$ cat src/rtl/alu_issue_ctrl.sv
// alu_issue_ctrl: single-issue controller with a 4-entry, 4-bit register file.
// It feeds an external ALU. Optional macro ALU_ZERO_FLAG_EN adds zero_flag.
module alu_issue_ctrl (
    input  logic       clk,
    input  logic       rst,
    input  logic       instr_valid,
    output logic       instr_ready,
    input  logic [8:0] instr,
    output logic [3:0] alu_a,
    output logic [3:0] alu_b,
    output logic [1:0] alu_sel,
    input  logic [3:0] alu_result,
    output logic       res_valid,
    input  logic       res_ready,
    output logic [3:0] res_data,
    output logic [1:0] res_rd
`ifdef ALU_ZERO_FLAG_EN
    ,
    output logic       zero_flag
`endif
);

    typedef enum logic [1:0] {
        IDLE = 2'd0,
        EXEC = 2'd1,
        RESP = 2'd2
    } state_t;

    state_t state;
    state_t state_nxt;

    logic [3:0] rf [4];
    logic [1:0] rd_q;

    logic [2:0] opc;
    logic [1:0] rd;
    logic [1:0] rs1;
    logic [1:0] rs2;
    logic [3:0] imm;
    logic       take;
    logic       is_alu;
    logic       is_ld;
    logic       res_we;
    logic [3:0] res_nxt;
    logic [1:0] res_rd_nxt;

    assign opc = instr[8:6];
    assign rd  = instr[5:4];
    assign rs1 = instr[3:2];
    assign rs2 = instr[1:0];
    assign imm = instr[3:0];

    assign instr_ready = (state == IDLE) && !rst;
    assign res_valid   = (state == RESP);

    // Decode the offered instruction and select the value to write back
    always_comb begin
        take       = instr_valid && instr_ready;
        is_alu     = !opc[2];
        is_ld      = (opc == 3'b100);
        res_we     = 1'b0;
        res_nxt    = imm;
        res_rd_nxt = rd;
        if (state == EXEC) begin
            res_we     = 1'b1;
            res_nxt    = alu_result;
            res_rd_nxt = rd_q;
        end else if (take && is_ld) begin
            res_we = 1'b1;
        end
    end

    // Next-state logic
    always_comb begin
        state_nxt = state;
        unique case (state)
            IDLE: begin
                if (take && is_alu) begin
                    state_nxt = EXEC;
                end else if (take && is_ld) begin
                    state_nxt = RESP;
                end
            end
            EXEC: state_nxt = RESP;
            RESP: begin
                if (res_ready) begin
                    state_nxt = IDLE;
                end
            end
            default: state_nxt = IDLE;
        endcase
    end

    // State register
    always_ff @(posedge clk) begin
        if (rst) begin
            state <= IDLE;
        end else begin
            state <= state_nxt;
        end
    end

    // Operand capture; operands are read before any write-back
    always_ff @(posedge clk) begin
        if (rst) begin
            alu_a   <= 4'd0;
            alu_b   <= 4'd0;
            alu_sel <= 2'd0;
            rd_q    <= 2'd0;
        end else if (take && is_alu) begin
            alu_a   <= rf[rs1];
            alu_b   <= rf[rs2];
            alu_sel <= opc[1:0];
            rd_q    <= rd;
        end
    end

    // Register file and result write-back
    always_ff @(posedge clk) begin
        if (rst) begin
            for (int i = 0; i < 4; i++) begin
                rf[i] <= 4'd0;
            end
            res_data <= 4'd0;
            res_rd   <= 2'd0;
        end else if (res_we) begin
            rf[res_rd_nxt] <= res_nxt;
            res_data       <= res_nxt;
            res_rd         <= res_rd_nxt;
        end
    end

`ifdef ALU_ZERO_FLAG_EN
    // Zero flag follows every result write
    always_ff @(posedge clk) begin
        if (rst) begin
            zero_flag <= 1'b0;
        end else if (res_we) begin
            zero_flag <= (res_nxt == 4'd0);
        end
    end
`endif

endmodule

$ cat config.mk
export PLATFORM = sky130hd
export DESIGN_NAME = alu_issue_ctrl
export DESIGN_NICKNAME = d
export VERILOG_FILES = /design/src/rtl/alu_issue_ctrl.sv
export SDC_FILE = /design/constraint.sdc
export NUM_CORES = 1
export LEC_CHECK = 0
export BUFFER_PORTS_ARGS = -buffer_cell sky130_fd_sc_hd__buf_2
export CAP_MARGIN = 15
export CORE_MARGIN = 2
export CORE_UTILIZATION = 37
export CTS_BUF_LIST = sky130_fd_sc_hd__clkbuf_8 sky130_fd_sc_hd__clkbuf_16
export DETAILED_ROUTE_END_ITERATION = 8
export PLACE_DENSITY_LB_ADDON = 0.1
export SLEW_MARGIN = 20
export SYNTH_ARGS = -nofsm -noshare
export SYNTH_HDL_FRONTEND = slang
export SYNTH_SLANG_ARGS = --single-unit
export TNS_END_PERCENT = 30
$ cat constraint.sdc
create_clock -name clk -period 2 [get_ports clk]
set_input_delay 0.4 -clock clk [delete_from_list [all_inputs] [get_ports clk]]
set_output_delay 0.4 -clock clk [all_outputs]
set_load 0.005 [all_outputs]
==> results of run 1 <==
[sequential cells by signal, indices dropped and copies added (netlist names)]
| register | flops |
|---|---|
| alu_a | 4 |
| alu_b | 4 |
| alu_sel | 2 |
| rd_q | 2 |
| res_data | 4 |
| res_rd | 2 |
| rf | 16 |
| state | 2 |
[cell usage in the layout, fill, tap and decap left out, types with 2 or more instances in the layout]
cell type,Yosys,final
buf_2,5,34
nand2_1,25,25
nor2_1,24,24
dfxtp_1,20,20
edfxtp_1,16,16
a21oi_1,15,15
mux4_2,8,8
a31oi_1,6,6
a211oi_1,6,6
clkbuf_8,0,5
and2_1,4,4
mux2i_1,4,4
buf_4,0,4
inv_1,3,3
o21bai_1,3,3
or2_1,3,3
nand2b_1,2,2
a21o_1,2,2
[worst paths after layout]
path,startpoint,endpoint,slack (ns),depth (start not counted)
max,state[0],rf[0][1],0.29,4
max reg2reg,state[0],rf[0][1],0.29,4
min reg2reg,alu_sel[1],alu_sel[1],0.45,2
min,instr[7],alu_sel[1],0.35,3
[metal layers]
metal  GRT usage, %  vias up  routed length (um)
met5              0        -                   0
met4           6.58        0                  86
met3           4.97        8                 247
met2           26.1       51                1810
met1           21.1      625                1780
li1               -      664                   -
[final cells by class]
cell class / count / area [um2] / share of cell area [%]
flip-flops and latches: 36 / 881 / 42.3
repair buffers: 38 / 200 / 9.60
multi-input cells: 116 / 810 / 38.8
clock buffers: 5 / 68.8 / 3.30
inverters: 4 / 15.0 / 0.720
well taps: 54 / 67.6 / 3.24
clock inverters: 3 / 42.5 / 2.04
[per-stage QoR]
| stage | power [W] | hold slack (ns) |
|---|---|---|
| detailed placement | 0.00102 | 0.443 |
| floorplan | 0.000954 | 0.453 |
| global placement | 0.00102 | 0.440 |
| CTS | 0.00167 | 0.345 |
| finish | 0.00165 | 0.355 |
| global route | 0.00173 | 0.356 |
[kinds of logic after synthesis]
| kind of cell | synth area share (%) |
|---|---|
| compound gates | 12.6 |
| buf+inv | 4.18 |
| flops | 49.9 |
| mux | 12.5 |
| simple gates | 20.9 |
[power groups by stage]
stage | sequential, W | clock, W | combinational, W
floorplan | 0.000833 | 0 | 0.000121
global placement | 0.000837 | 0 | 0.000182
detailed placement | 0.000838 | 0 | 0.000184
CTS | 0.000822 | 0.000663 | 0.000185
global route | 0.000826 | 0.000696 | 0.000204
finish | 0.000822 | 0.000646 | 0.000183
[worst reg2reg max path, stage by stage (launching register included)]
cell      delay [ns]
dfxtp_1         0.49
nand2b_1        0.21
buf_4           0.23
a31oi_1         0.42
nor2_1          0.10
==> results.sh, run 1 <==
export IMPL_status="finished clean"
export IMPL_final_util_pct=44.7
export IMPL_die_h_um=73.1
export IMPL_max_clock_path_buffers=2
export IMPL_ys_flop_type="dfxtp_1"
export IMPL_critPathLaunchType="flop"
export IMPL_clk_latency_ns=0.30
export IMPL_first_global_vias=1304
export IMPL_via_per_inst=5.27
export IMPL_diodes=0
export IMPL_cts_resized=0
export IMPL_async_reset_ff_share_pct=0
export IMPL_io_buffers=34
export IMPL_numCtsBuffers=5
export IMPL_vias=1348
export IMPL_dpl_instance_area_um2=1970
export IMPL_routabilityCongestion=0.834
export IMPL_crit_fanout=12
export IMPL_synthCells=166
export IMPL_die_w_um=73.1
export IMPL_postSynthNetCount=183
export IMPL_post_cts_buffers=0
export IMPL_drc_errors=0
export IMPL_power_density_nw_per_um2=792
export IMPL_root_buffer="clkbuf_8"
export IMPL_setup_viol=0
export IMPL_yosysMostFrequentCell="nand2_1"
export IMPL_grt_usage_pct=16.5
export IMPL_ir_drop_mv=0.292
export IMPL_path_cells="nand2b_1 -> buf_4 -> a31oi_1 -> nor2_1"
export IMPL_synth_seq_cells=36
export IMPL_drive_above_1_share_pct=31.7
export IMPL_drtAntennaViolNets=0
export IMPL_grt_first_pass_wirelength_um=6400
export IMPL_initial_core_util_pct=37.9
export IMPL_io_pins=35
export IMPL_syn2layout_area_growth_pct=18.2
export IMPL_p_comb_share_pct=11.1
export IMPL_yosysWarnings=0
export IMPL_fillers=469
export IMPL_wire_per_inst_um=15.3
export IMPL_internal_power_w=0.00125
export IMPL_maxSlewHeadroom_pct=69.1
export IMPL_power_switching_w=0.000397
export IMPL_final_max_slew_viol_count=0
export IMPL_pre_cts_ws_ns=0.252
export IMPL_syn_area_um2=1760
export IMPL_synth_cell_type_count=34
export IMPL_cts_hold_buf=0
export IMPL_p_leak_nw=0.793
export IMPL_p_seq_share_pct=49.8
export IMPL_die_area_um2=5340
export IMPL_nNetsFinal=218
export IMPL_min_path_type="primary input to flop"
export IMPL_worst_clock_skew_ns=0.00892
export IMPL_synth_edf_count=16
export IMPL_critPathBufInv=1
export IMPL_hold_violations=0
export IMPL_worst_pin_slew_ns=0.462
export IMPL_fp_coreArea_um2=4660
export IMPL_cpPeakStageDelay_ns=0.49
export IMPL_rsz0062_at_grt="false"
export IMPL_cts_tree="yes"
export IMPL_dr_pass1_iters=4
export IMPL_cts_sinks=36
export IMPL_crit_path_top_delay_cell="dfxtp_1"
export IMPL_synth_top_area_share_pct=27.2
export IMPL_grt_max_degree=21
export IMPL_cp_data_required_time_ns=2.03
export IMPL_syn_area_per_cell_um2=10.6
export IMPL_stdcell_count=256
export IMPL_yosysTopAreaCell="edfxtp_1"
export IMPL_stdcell_area_um2=2080
export IMPL_dp_cells=248
export IMPL_std_cell_rows=25
export IMPL_sw_frac_of_total_pct=24.0
export IMPL_yosys_top_cells_count="nand2_1 (25), nor2_1 (24), dfxtp_1 (20)"
export IMPL_max_freq_mhz=585
export IMPL_fin_crit_ns=1.71
export IMPL_drt_iter0_markers=48
export IMPL_worst_setup_path_type="flop to flop"
export IMPL_yosysSeqAreaShare_pct=49.9
export IMPL_worst_slack_ns=0.291
export IMPL_overflow=0
export IMPL_antenna_found_initial=0
export IMPL_cpLargestDelayFamily="flip-flops"
export IMPL_cp_data_arrival_time_ns=1.74
export IMPL_critPathCaptureType="flop"
export IMPL_period_share_pct=85.4
export IMPL_drt_total_wl_um=3920
export IMPL_hpwl_um=2970
export IMPL_fin_tns_setup_ns=0
export IMPL_power_share_clock_pct=39.1
export IMPL_h_tree_depth=2
export IMPL_path_clk_slew_ns=0.07
export IMPL_synthTopCellsByArea="edfxtp_1 (27%), dfxtp_1 (23%), mux4_2 (10%)"
export IMPL_max_cap_viol_count=0
Power figures use the tool's default switching activity.
==> run 2: changes to the inputs <==
--- a/config.mk
+++ b/config.mk
@@ -7,11 +7,13 @@
 export LEC_CHECK = 0
 export BUFFER_PORTS_ARGS = -buffer_cell sky130_fd_sc_hd__buf_2
 export CAP_MARGIN = 15
-export CORE_MARGIN = 2
+export CORE_MARGIN = 3
 export CORE_UTILIZATION = 37
 export CTS_BUF_LIST = sky130_fd_sc_hd__clkbuf_8 sky130_fd_sc_hd__clkbuf_16
+export CTS_CLUSTER_SIZE = 14
 export DETAILED_ROUTE_END_ITERATION = 8
 export PLACE_DENSITY_LB_ADDON = 0.1
+export RECOVER_POWER = 50
 export SLEW_MARGIN = 20
 export SYNTH_ARGS = -nofsm -noshare
 export SYNTH_HDL_FRONTEND = slang
==> run 2 against run 1 <==
  * Worst hold slack better by 0.0076 ns
  * Sequential share of layout area is 0.59 points higher
  * Power is 0.97% lower
  * Clock power is 2% lower
  * Clock skew is 0.0052 ns lower
  * Via count is 1.3% lower
  * Routed wire length is 4.5% higher
  * Global-route usage is 0.096 points lower
  * Critical path depth stayed put
  * Clock-buffer cell count stayed put
  * Register-to-register slack worse by 0.04 ns
  * Critical path type unchanged
  * Critical endpoint is now rf[1][1]
  * Highest routed layer unchanged
==> results.sh, run 2 (synthesis gave the netlist of run 1 again) <==
export IMPL_maxSlewHeadroom_pct=67.6
export IMPL_path_clk_slew_ns=0.07
export IMPL_r2r_slack_ns=0.26
export IMPL_dr_pass1_iters=4
export IMPL_reg2regPathDepth=4
export IMPL_worst_clock_skew_ns=0.00372
export IMPL_grt_max_degree=21
export IMPL_cp_data_arrival_time_ns=1.77
export IMPL_nNetsFinal=218
export IMPL_worst_setup_path_type="flop to flop"
export IMPL_p_comb_share_pct=11.0
export IMPL_initial_core_util_pct=39.4
export IMPL_cp_data_required_time_ns=2.02
export IMPL_vias=1330
export IMPL_fp_coreArea_um2=4470
export IMPL_critPathLaunchType="flop"
export IMPL_syn2layout_area_growth_pct=16.5
export IMPL_first_global_vias=1393
export IMPL_final_max_slew_viol_count=0
export IMPL_h_tree_depth=2
export IMPL_die_h_um=75.1
export IMPL_max_freq_mhz=573
export IMPL_wire_per_inst_um=16.1
export IMPL_fillers=454
export IMPL_drt_total_wl_um=4100
export IMPL_power_density_nw_per_um2=795
export IMPL_pre_cts_ws_ns=0.247
export IMPL_grt_first_pass_wirelength_um=6690
export IMPL_drc_errors=0
export IMPL_numCtsBuffers=5
export IMPL_cts_sinks=36
export IMPL_diodes=0
export IMPL_critPathCaptureType="flop"
export IMPL_root_buffer="clkbuf_8"
export IMPL_status="finished clean"
export IMPL_io_pins=35
export IMPL_drive_above_1_share_pct=24.3
export IMPL_fin_tns_setup_ns=0
export IMPL_post_cts_buffers=0
export IMPL_grt_usage_pct=16.4
export IMPL_drt_iter0_markers=60
export IMPL_sw_frac_of_total_pct=23.7
export IMPL_p_seq_share_pct=50.3
export IMPL_routabilityCongestion=0.824
export IMPL_worst_slack_ns=0.255
export IMPL_final_common_cell="nand2_1"
export IMPL_largest_reg_flops=16
export IMPL_std_cell_rows=24
export IMPL_r2r_end="rf[1][1]"
export IMPL_rsz0062_at_grt="false"
export IMPL_largest_register="rf"
export IMPL_cts_resized=0
export IMPL_internal_power_w=0.00125
export IMPL_cts_tree="yes"
export IMPL_ir_drop_mv=0.456
export IMPL_overflow=0
export IMPL_cts_hold_buf=0
export IMPL_die_area_um2=5630
export IMPL_fin_crit_ns=1.74
export IMPL_power_switching_w=0.000388
export IMPL_r2r_start="state[0]"
export IMPL_die_w_um=75.1
export IMPL_io_buffers=34
export IMPL_p_leak_nw=0.754
export IMPL_via_per_inst=5.24
export IMPL_worstSetupEndpoint="rf[1][1]"
export IMPL_antenna_found_initial=0
export IMPL_crit_fanout=12
export IMPL_critPathLaunch="state[0]"
export IMPL_hold_violations=0
export IMPL_final_cell_mix="nand2_1 (25), nor2_1 (24), buf_2 (24), dfxtp_1 (20)"
export IMPL_min_path_type="primary input to flop"
export IMPL_worst_pin_slew_ns=0.483
export IMPL_period_share_pct=87.2
export IMPL_clk_latency_ns=0.29
export IMPL_setup_viol=0
export IMPL_drtAntennaViolNets=0
export IMPL_power_share_clock_pct=38.7
export IMPL_max_clock_path_buffers=2
export IMPL_max_cap_viol_count=0
export IMPL_hpwl_um=3070
==> run 2: cell types whose count changed in the layout (fill, tap and decap cells not counted), sizes merged <==
| cell | change |
|---|---|
| clkinvlp | -1 |
| inv | +1 |
| clkbuf | +10 |
| buf | -10 |
==> run 2: power groups by stage <==
stage	clock, W	combinational (W)	sequential, W
after floorplan	0	0.000121	0.000833
after global placement	0	0.000182	0.000836
after detailed placement	0	0.000185	0.000839
after CTS	0.000638	0.000186	0.000822
after global routing	0.000676	0.000200	0.000826
final	0.000633	0.000180	0.000822
==> run 2: worst max-delay path: stages, from the launching register on <==
cell and delay, ns:
dfxtp_1 0.50, nand2b_1 0.21, buf_4 0.23, a31oi_1 0.44
nor2_1 0.10
==> run 2: per-layer routing <==
layer	part of all wire, %	vias up	track usage, %	wire, um
met5	0	-	0	0
li1	-	664	-	-
met3	5.1	5	4.54	210
met2	48	37	28.0	1960
met4	1.3	0	4.74	55
met1	46	624	20.2	1870
==> run 2: worst min-delay path by stage <==
stage               start    endpoint  cells past startpoint
3_3_place_gp   alu_sel[1]  alu_sel[1]                      2
4_1_cts          instr[6]  alu_sel[0]                      3
5_1_grt          instr[7]  alu_sel[1]                      3
6_report         instr[6]  alu_sel[0]                      3
2_1_floorplan    alu_a[0]    alu_a[0]                      2
3_5_place_dp   alu_sel[0]  alu_sel[0]                      2
==> run 2: cell type report <==
class / count / area [um2] / share of cell area, %
flip-flops and latches: 36 / 881 / 42.8
repair buffers: 38 / 188 / 9.13
clock buffers: 5 / 68.8 / 3.35
clock inverters: 3 / 38.8 / 1.89
inverters: 4 / 15.0 / 0.730
multi-input cells: 116 / 800 / 38.9
well taps: 52 / 65.1 / 3.16
==> run 2: per-stage QoR <==
step	instances	cell area, um2	hold slack, ns	power (W)	util [%]
2_1_floorplan	166	1760	0.453	0.000954	-
3_3_place_gp	246	1970	0.439	0.00102	44.0
3_5_place_dp	246	1970	0.447	0.00102	44.0
4_1_cts	254	2080	0.355	0.00165	46.4
5_1_grt	254	2060	0.374	0.00170	45.9
6_report	254	2060	0.362	0.00163	45.9
